`src/rtl/channel_round_robin_scheduler.sv`:
```
// channel_round_robin_scheduler: round-robin flash-channel grant; drives choose_channel one cycle
// ahead of a one-cycle update_flag, then holds the grant until ch_done or watchdog expiry.
module channel_round_robin_scheduler #(
  parameter int NUM_CH  = 8,
  parameter int TIMEOUT = 1023,
  parameter int TO_W    = 10
) (
  input  logic              clk,
  input  logic              reset_n,
  input  logic              enable,
  input  logic [NUM_CH-1:0] ch_req,
  input  logic              ch_done,
  output logic [3:0]        choose_channel,
  output logic              update_flag,
  output logic              sched_busy,
  output logic              timeout_err
);
  typedef enum logic [2:0] {IDLE, ARB, SETUP, ISSUE, WAIT} state_t;
  state_t state, state_nx;
  logic [3:0] last_grant, lo_idx, hi_idx, winner;
  logic hi_any, expire;
  logic [TO_W-1:0] wd;
  // Lowest request above last_grant wins; otherwise wrap to the lowest request overall.
  always_comb begin
    lo_idx = '0;
    hi_idx = '0;
    hi_any = 1'b0;
    for (int i = NUM_CH - 1; i >= 0; i--) begin
      if (ch_req[i]) lo_idx = 4'(i);
      if (ch_req[i] && i > int'(last_grant)) begin
        hi_idx = 4'(i);
        hi_any = 1'b1;
      end
    end
  end
  assign winner = hi_any ? hi_idx : lo_idx;
  assign expire = state == WAIT && wd == TO_W'(TIMEOUT - 1);
  always_comb begin
    state_nx = state;
    case (state)
      IDLE:    state_nx = enable && |ch_req ? ARB : IDLE;
      ARB:     state_nx = |ch_req ? SETUP : IDLE;
      SETUP:   state_nx = ISSUE;
      ISSUE:   state_nx = WAIT;
      WAIT:    state_nx = ch_done || expire ? IDLE : WAIT;
      default: state_nx = IDLE;
    endcase
  end
  always_ff @(posedge clk or negedge reset_n) begin
    if (!reset_n) begin
      state          <= IDLE;
      choose_channel <= '0;
      update_flag    <= 1'b0;
      sched_busy     <= 1'b0;
      timeout_err    <= 1'b0;
      last_grant     <= 4'(NUM_CH - 1);
      wd             <= '0;
    end else begin
      state       <= state_nx;
      update_flag <= state_nx == ISSUE;
      sched_busy  <= state_nx != IDLE;
      timeout_err <= expire && !ch_done;
      wd          <= state == WAIT ? wd + 1'b1 : '0;
      if (state == ARB && |ch_req) choose_channel <= winner;
      if (state == WAIT && state_nx == IDLE) last_grant <= choose_channel;
    end
  end
endmodule

```
`config.mk`:
```
export PLATFORM = sky130hd
export DESIGN_NAME = channel_round_robin_scheduler
export DESIGN_NICKNAME = d
export VERILOG_FILES = /design/src/rtl/channel_round_robin_scheduler.sv
export SDC_FILE = /design/constraint.sdc
export NUM_CORES = 1
export LEC_CHECK = 0
export BUFFER_PORTS_ARGS = -buffer_cell sky130_fd_sc_hd__buf_2
export CORE_UTILIZATION = 45
export DETAILED_ROUTE_END_ITERATION = 10
export PLACE_DENSITY_LB_ADDON = 0.3
export SLEW_MARGIN = 40
export SYNTH_ARGS = -nofsm -noshare
export SYNTH_HDL_FRONTEND = slang
export SYNTH_SLANG_ARGS = --single-unit
```
`constraint.sdc`:
```
create_clock -name clk -period 1.9 [get_ports clk]
set_clock_uncertainty 0.2 [all_clocks]
set_input_delay 0.38 -clock clk [delete_from_list [all_inputs] [get_ports clk]]
set_output_delay 0.38 -clock clk [all_outputs]
set_load 0.005 [all_outputs]
```
==> metrics.md, run 1 <==
| Metric | Value |
|---|---|
| Syn. warnings | `0` |
| Worst VDD drop | `0.0008785 V` |
| Gpl congestion | `0.7123` |
| Crit path kind | `flip-flop to flip-flop` |
| H-Tree Depth | `1` |
| Cell area after layout | `1469 sq um` |
| Synthesized Nets | `140` |
| Num CTS Buffers | `3` |
| Total gr overflow | `0` |
| Antenna violations before repair | `0` |
| Comb power frac | `37.1%` |
| First-pass GRT wire length | `4347 um` |
| Port bufs | `17` |
| Crit-path max cell delay | `600 ps` |
| # setup viols final | `0` |
| Drt initial violations | `37` |
| Yosys reg bits | `22` |
| Drt pass-1 iters | `5` |
| Cell count along the critical path | `5` |
| Status | `finished, final reports clean` |
| WL final | `2574 um` |
| Sw Share | `33.47%` |
| ANT cells | `0` |
| Cells after Synth | `126` |
| Seq pwr share | `42.6%` |
| Pwr/cell area | `1188 nW/um^2` |
| Netlist cell types | `38` |
| Die Footprint | `2819 sq um` |
| Leak pwr | `0.6366 nW` |
| Final period util | `97.26%` |
| Max_cap viols | `0` |
| Final Util | `59.29%` |
| Largest net degree at the start of global routing | `23` |
| Place WS | `-16.03 ps` |
| DRC violation count after routing | `0` |
| Seq/Total Area, Yosys | `47.18%` |
| Die X | `53.10 um` |
| Placeable Area | `2477 sq um` |
| Prevailing post-synth register cell | `dfrtp_1` |
| Starting Density | `47.42%` |
| Clock network fraction of design power | `20.3%` |
| CP Cell Sequence | `nand2b_1 -> a21o_1 -> a21oi_2 -> or4_4 -> a41oi_2` |
| Largest cells by area after synthesis | `dfrtp_1 (40%), dfstp_2 (6.7%), nor2_1 (5.8%), a21oi_1 (5.1%), nand2_1 (3.2%)` |
| Post-DP Area | `1349 sq um` |
| Post-synth EDFFs | `0` |
| Final Hold Viols | `0` |
| Clock slew at reported path FFs | `120 ps` |
| Antenna viol nets, final | `0` |
| Layout Area Growth over Synthesis | `25.03%` |
| CP endpoint kind | `flip-flop` |
| Inst Count DP | `179` |
| HPWL reported at the end of detailed placement | `1868 um` |
| Yosys top cell by area | `dfrtp_1` |
| Fin cells | `188` |
| Buf/Inv on CP | `0` |
| Max Freq | `0.5412 GHz` |
| Vias in the first global route | `948` |
| Num ports | `19` |
| CP top delay family | `simple AND/OR/NAND/NOR gates` |
| CTS Sinks | `22` |
| Startpoint types | `flip-flop` |
| Commonest cells post-synth | `dfrtp_1 (19), nor2_1 (18), a21oi_1 (12)` |
| Max-slew violations | `0` |
| Die Ht | `53.10 um` |
| Min cycle time layout | `1848 ps` |
| Setup WS post-layout | `52.08 ps` |
| Internal Power | `1.161 mW` |
| Final nets | `173` |
| Via count | `1077` |
| Crit path DAT | `1880 ps` |
| Worst EP required | `1930 ps` |
| Slowest stage cell, crit path | `dfstp_2` |
| Share of layout cells above drive strength 1 | `31.65%` |
| Worst hold path class | `input pin to flip-flop` |
| Vias per cell | `5.729` |
| CTS tree | `yes` |
| Hold path depth | `2` |
| R2R depth | `5` |
| Total power | `1.745 mW` |
| Crit-path max FO | `6` |
| Mapped cell area | `1175 sq um` |
| Clk root buf | `clkbuf_4` |
| GRT Total Usage | `21.06%` |
| Avg Inst Size Synth | `9.324 sq um` |
| Rows | `18` |
| Clock latency on the worst-skew pair | `300 ps` |
| Most frequent cell after synthesis | `dfrtp_1` |
| Longest Clk Path Bufs | `2` |
| Post-synth top area share | `40.47%` |
| Avg WL per Cell | `13.69 um` |
| Post-synth ARST share | `100.0%` |
| Net switching power | `0.5839 mW` |
## worst register-to-register path: stages (launching register included)
cell	delay (ps)
dfstp_2	600
nand2b_1	110
a21o_1	130
a21oi_2	90
or4_4	520
a41oi_2	130
## flip-flops by register name, indices dropped and copies added, names as in the netlist
| signal | flops |
|---|---|
| update_flag | 1 |
| timeout_err | 1 |
| last_grant | 3 |
| state | 3 |
| sched_busy | 1 |
| wd | 10 |
| choose_channel | 3 |
## final timing paths
check | startpoint | endpoint | slack (ps)
setup reg to reg | last_grant[0]$_DFFE_PN1P_ | choose_channel[0]$_DFFE_PN0P_ | 50
hold / removal | ch_done | timeout_err$_DFF_PN0_ | 50
max in group asynchronous | reset_n | last_grant[0]$_DFFE_PN1P_ | 800
hold reg to reg | wd[0]$_DFF_PN0_ | wd[0]$_DFF_PN0_ | 360
min in group asynchronous | reset_n | wd[4]$_DFF_PN0_ | 350
setup / recovery | last_grant[0]$_DFFE_PN1P_ | choose_channel[0]$_DFFE_PN0P_ | 50
## power groups by stage
stage | clock network, mW | registers, mW | logic, mW
6_report | 0.354 | 0.743 | 0.647
5_1_grt | 0.384 | 0.761 | 0.713
4_1_cts | 0.364 | 0.736 | 0.629
3_5_place_dp | 0 | 0.748 | 0.549
3_3_place_gp | 0 | 0.737 | 0.538
2_1_floorplan | 0 | 0.701 | 0.388
## layer usage
layer / up-vias / global-route usage [%] / share of wire, %
met5: - / 0 / 0
met4: 0 / 6.579 / 0.51
met3: 2 / 5.172 / 6.4
met2: 37 / 29.54 / 46
met1: 527 / 31.40 / 47
li1: 511 / - / -
## metrics by stage
| stage | hold WS (ps) | TNS (ps) |
|---|---|---|
| after global routing | 42.26 | -15.61 |
| final | 54.70 | 0 |
| after CTS | 46.87 | 0 |
| after global placement | 165.8 | 0 |
| after floorplan | -115.6 | -9.189 |
| after detailed placement | 173.6 | -16.03 |
## area by class of cell
class                      instances  area (sq um)
sequential                        22         554.3
clock buffer                       3         22.52
timing repair buffer              32         203.9
tap                               30         37.54
clock inverter                     1         30.03
multi-input combinational         97         609.3
fill                             223          1008
inverter                           3         11.26
## cells in the final DEF (no fill, tap or decap), drive strengths merged, types with 3 or more instances in the layout
master / instances
a21oi: 13
buf: 31
clkbuf: 3
dfrtp: 19
dfstp: 3
inv: 3
mux2: 3
nand2: 10
nand3: 7
nand3b: 3
nor2: 18
nor3: 4
o21ai: 4
o31ai: 4
xor2: 4
## cell families after synthesis
group / synth area share, %
multiplexers: 2.875
AO/OA/AOI/OAI: 17.25
buffers and inverters: 2.981
AND/OR/NAND/NOR: 22.79
XOR/XNOR: 4.473
other: 0.3192
adder cells (fa/ha/maj): 2.130
flip-flops: 47.18
## timing repair
| action | 4_1_cts | 5_1_grt |
|---|---|---|
| hold endpoints to repair | 19 | 0 |
| endpoints found under the setup margin | 1 | 5 |
| setup buffers | 5 | 0 |
| resized for setup | 3 | 5 |
| pin swaps | 3 | 5 |
| hold buffers | 1 | 0 |
No activity file was read; power rests on OpenSTA's default activity.
==> inputs of run 2 (changes only) <==
- CORE_UTILIZATION: 45 -> 49
==> metrics.md, run 2 (synthesized netlist as in run 1, its figures left out) <==
| Metric | Value |
|---|---|
| Status | `finished, final reports clean` |
| Num ports | `19 (unchanged)` |
| Avg WL per Cell | `14.23 um (+3.9%)` |
| Worst hold path class | `input pin to flip-flop` |
| Min cycle time layout | `1877 ps (+29.37 ps)` |
| Die Footprint | `2597 sq um (-7.9%)` |
| Antenna violations before repair | `0 (unchanged)` |
| Crit path DAT | `1900 ps (+20 ps)` |
| Longest Clk Path Bufs | `2 (unchanged)` |
| Drt initial violations | `58 (+57%)` |
| Setup WS post-layout | `22.71 ps (-29.37 ps)` |
| Antenna viol nets, final | `0 (unchanged)` |
| WHS Endpoint | `timeout_err$_DFF_PN0_` |
| Startpoint types | `flip-flop` |
| Vias in the first global route | `996 (+5.1%)` |
| Setup TNS | `0 ps (unchanged)` |
| Layout Area Growth over Synthesis | `23.11%` |
| RSZ-0062 raised after global routing | `yes` |
| GRT Total Usage | `22.26% (+1.2 points)` |
| Total gr overflow | `0 (unchanged)` |
| Final period util | `98.80% (+1.5 points)` |
| Clock latency on the worst-skew pair | `310 ps (about the same)` |
| Number of flip-flops under the largest register name | `10 (unchanged)` |
| Crit-path max FO | `5 (-1)` |
| Vias per cell | `5.896 (+2.9%)` |
| Clk root buf | `clkbuf_4` |
| Via count | `1073 (-0.37%)` |
| Max Freq | `0.5327 GHz (-1.6%)` |
| Final nets | `169 (-2.3%)` |
| H-Tree Depth | `1 (unchanged)` |
| Starting Density | `52.61% (+5.2 points)` |
| R2r endpoint | `choose_channel[0]$_DFFE_PN0P_` |
| Biggest register | `wd` |
| CTS Sinks | `22 (unchanged)` |
| R2R depth | `5 (unchanged)` |
| Leak pwr | `0.6174 nW (-3.0%)` |
| Clock slew at reported path FFs | `130 ps (about the same)` |
| Most common cell after layout, fill and taps aside | `dfrtp_1` |
| WL final | `2589 um (+0.58%)` |
| Hold WS | `65.63 ps (+10.92 ps)` |
| Largest net degree at the start of global routing | `23 (unchanged)` |
| Hold Startpoint | `ch_done` |
| Max_cap viols | `0 (unchanged)` |
| R2R Path Start | `last_grant[0]$_DFFE_PN1P_` |
| # setup viols final | `0 (unchanged)` |
| Most frequent cells in the layout | `dfrtp_1 (19), buf_2 (17), nor2_1 (16)` |
| CTS tree | `yes` |
| Gpl congestion | `0.8978 (+26%)` |
| Max-slew violations | `0 (unchanged)` |
| Crit path kind | `flip-flop to flip-flop` |
| Post-DP Area | `1316 sq um (-2.4%)` |
| Worst EP required | `1920 ps (about the same)` |
| Area of the multi-input gates | `626.9 sq um (+2.9%)` |
| Hold path depth | `2 (unchanged)` |
| Num CTS Buffers | `3 (unchanged)` |
| ANT cells | `0 (unchanged)` |
| Share of layout cells above drive strength 1 | `31.82% (+0.17 points)` |
| Die Ht | `50.97 um (-4.0%)` |
| HPWL reported at the end of detailed placement | `1833 um (-1.9%)` |
| Die X | `50.97 um (-4.0%)` |
| CP endpoint kind | `flip-flop` |
| Fillers | `176 (-21%)` |
| First-pass GRT wire length | `4243 um (-2.4%)` |
| Final Hold Viols | `0 (unchanged)` |
| Placeable Area | `2233 sq um (-9.8%)` |
| Worst VDD drop | `0.0006908 V (-21%)` |
| Place WS | `-71.76 ps (-55.73 ps)` |
| Cell area after layout | `1446 sq um (-1.5%)` |
| Rows | `17 (-1)` |
| Storage cell area | `554.3 sq um (unchanged)` |
| Drt pass-1 iters | `4 (-1)` |
| Port bufs | `17 (unchanged)` |
| DRC violation count after routing | `0 (unchanged)` |
| Pwr/cell area | `1188 nW/um^2 (about the same)` |
| Reg2Reg Setup Slack | `20 ps (-30 ps)` |
## run 2: layout make-up
type | instances | area share [%]
multi-input cells | 97 | 43.34
flip-flops and latches | 22 | 38.32
repair buffers | 28 | 11.51
well taps | 28 | 2.422
clock inverters | 1 | 2.076
clock buffers | 3 | 1.557
inverters | 3 | 0.7785
## run 2: how the worst max path moves through the flow
stage / from / to / cells past startpoint
after floorplan: last_grant[2]$_DFFE_PN1P_ / choose_channel[0]$_DFFE_PN0P_ / 6
after global placement: last_grant[2]$_DFFE_PN1P_ / choose_channel[0]$_DFFE_PN0P_ / 5
after global routing: last_grant[2]$_DFFE_PN1P_ / choose_channel[0]$_DFFE_PN0P_ / 5
after detailed placement: last_grant[2]$_DFFE_PN1P_ / choose_channel[0]$_DFFE_PN0P_ / 5
after CTS: wd[0]$_DFF_PN0_ / last_grant[2]$_DFFE_PN1P_ / 7
final: last_grant[0]$_DFFE_PN1P_ / choose_channel[0]$_DFFE_PN0P_ / 5
## run 2: repair_timing
item | CTS | global route
gates resized for setup | 2 | 8
hold buffers | 1 | 0
buffers inserted | 3 | 1
pin swaps | 3 | 3
setup endpoints to repair | 1 | 5
endpoints found under the hold margin | 19 | 0
## run 2: routing by layer
layer | track usage (%) | up-vias | routed length [um] | part of all wire (%)
li1 | - | 505 | - | -
met1 | 29.19 | 530 | 1179 | 46
met5 | 0 | - | 0 | 0
met4 | 12.50 | 0 | 35 | 1.4
met2 | 35.31 | 34 | 1240 | 48
met3 | 2.679 | 4 | 134 | 5.2
## run 2: where the power goes
group	leakage, nW	switching (mW)	internal (mW)	total, mW
clock network	0.0279	0.145	0.213	0.358
registers	0.281	0.144	0.608	0.753
logic	0.308	0.300	0.308	0.608
total	0.617	0.589	1.13	1.72
## run 2: worst max-delay path, cell delays in order, from the launching register on
cell and delay (ps):
dfstp_2 600, nand2b_4 130, a21o_1 120, a21oi_2 90, or4_4 500, a41oi_2 160
## run 2: per-stage QoR
step,power [mW],util (%),instances
final,1.718,64.76,182
after global routing,1.818,64.76,182
after CTS,1.653,62.91,181
after detailed placement,1.257,58.94,173
after global placement,1.237,58.94,173
after floorplan,1.089,-,126
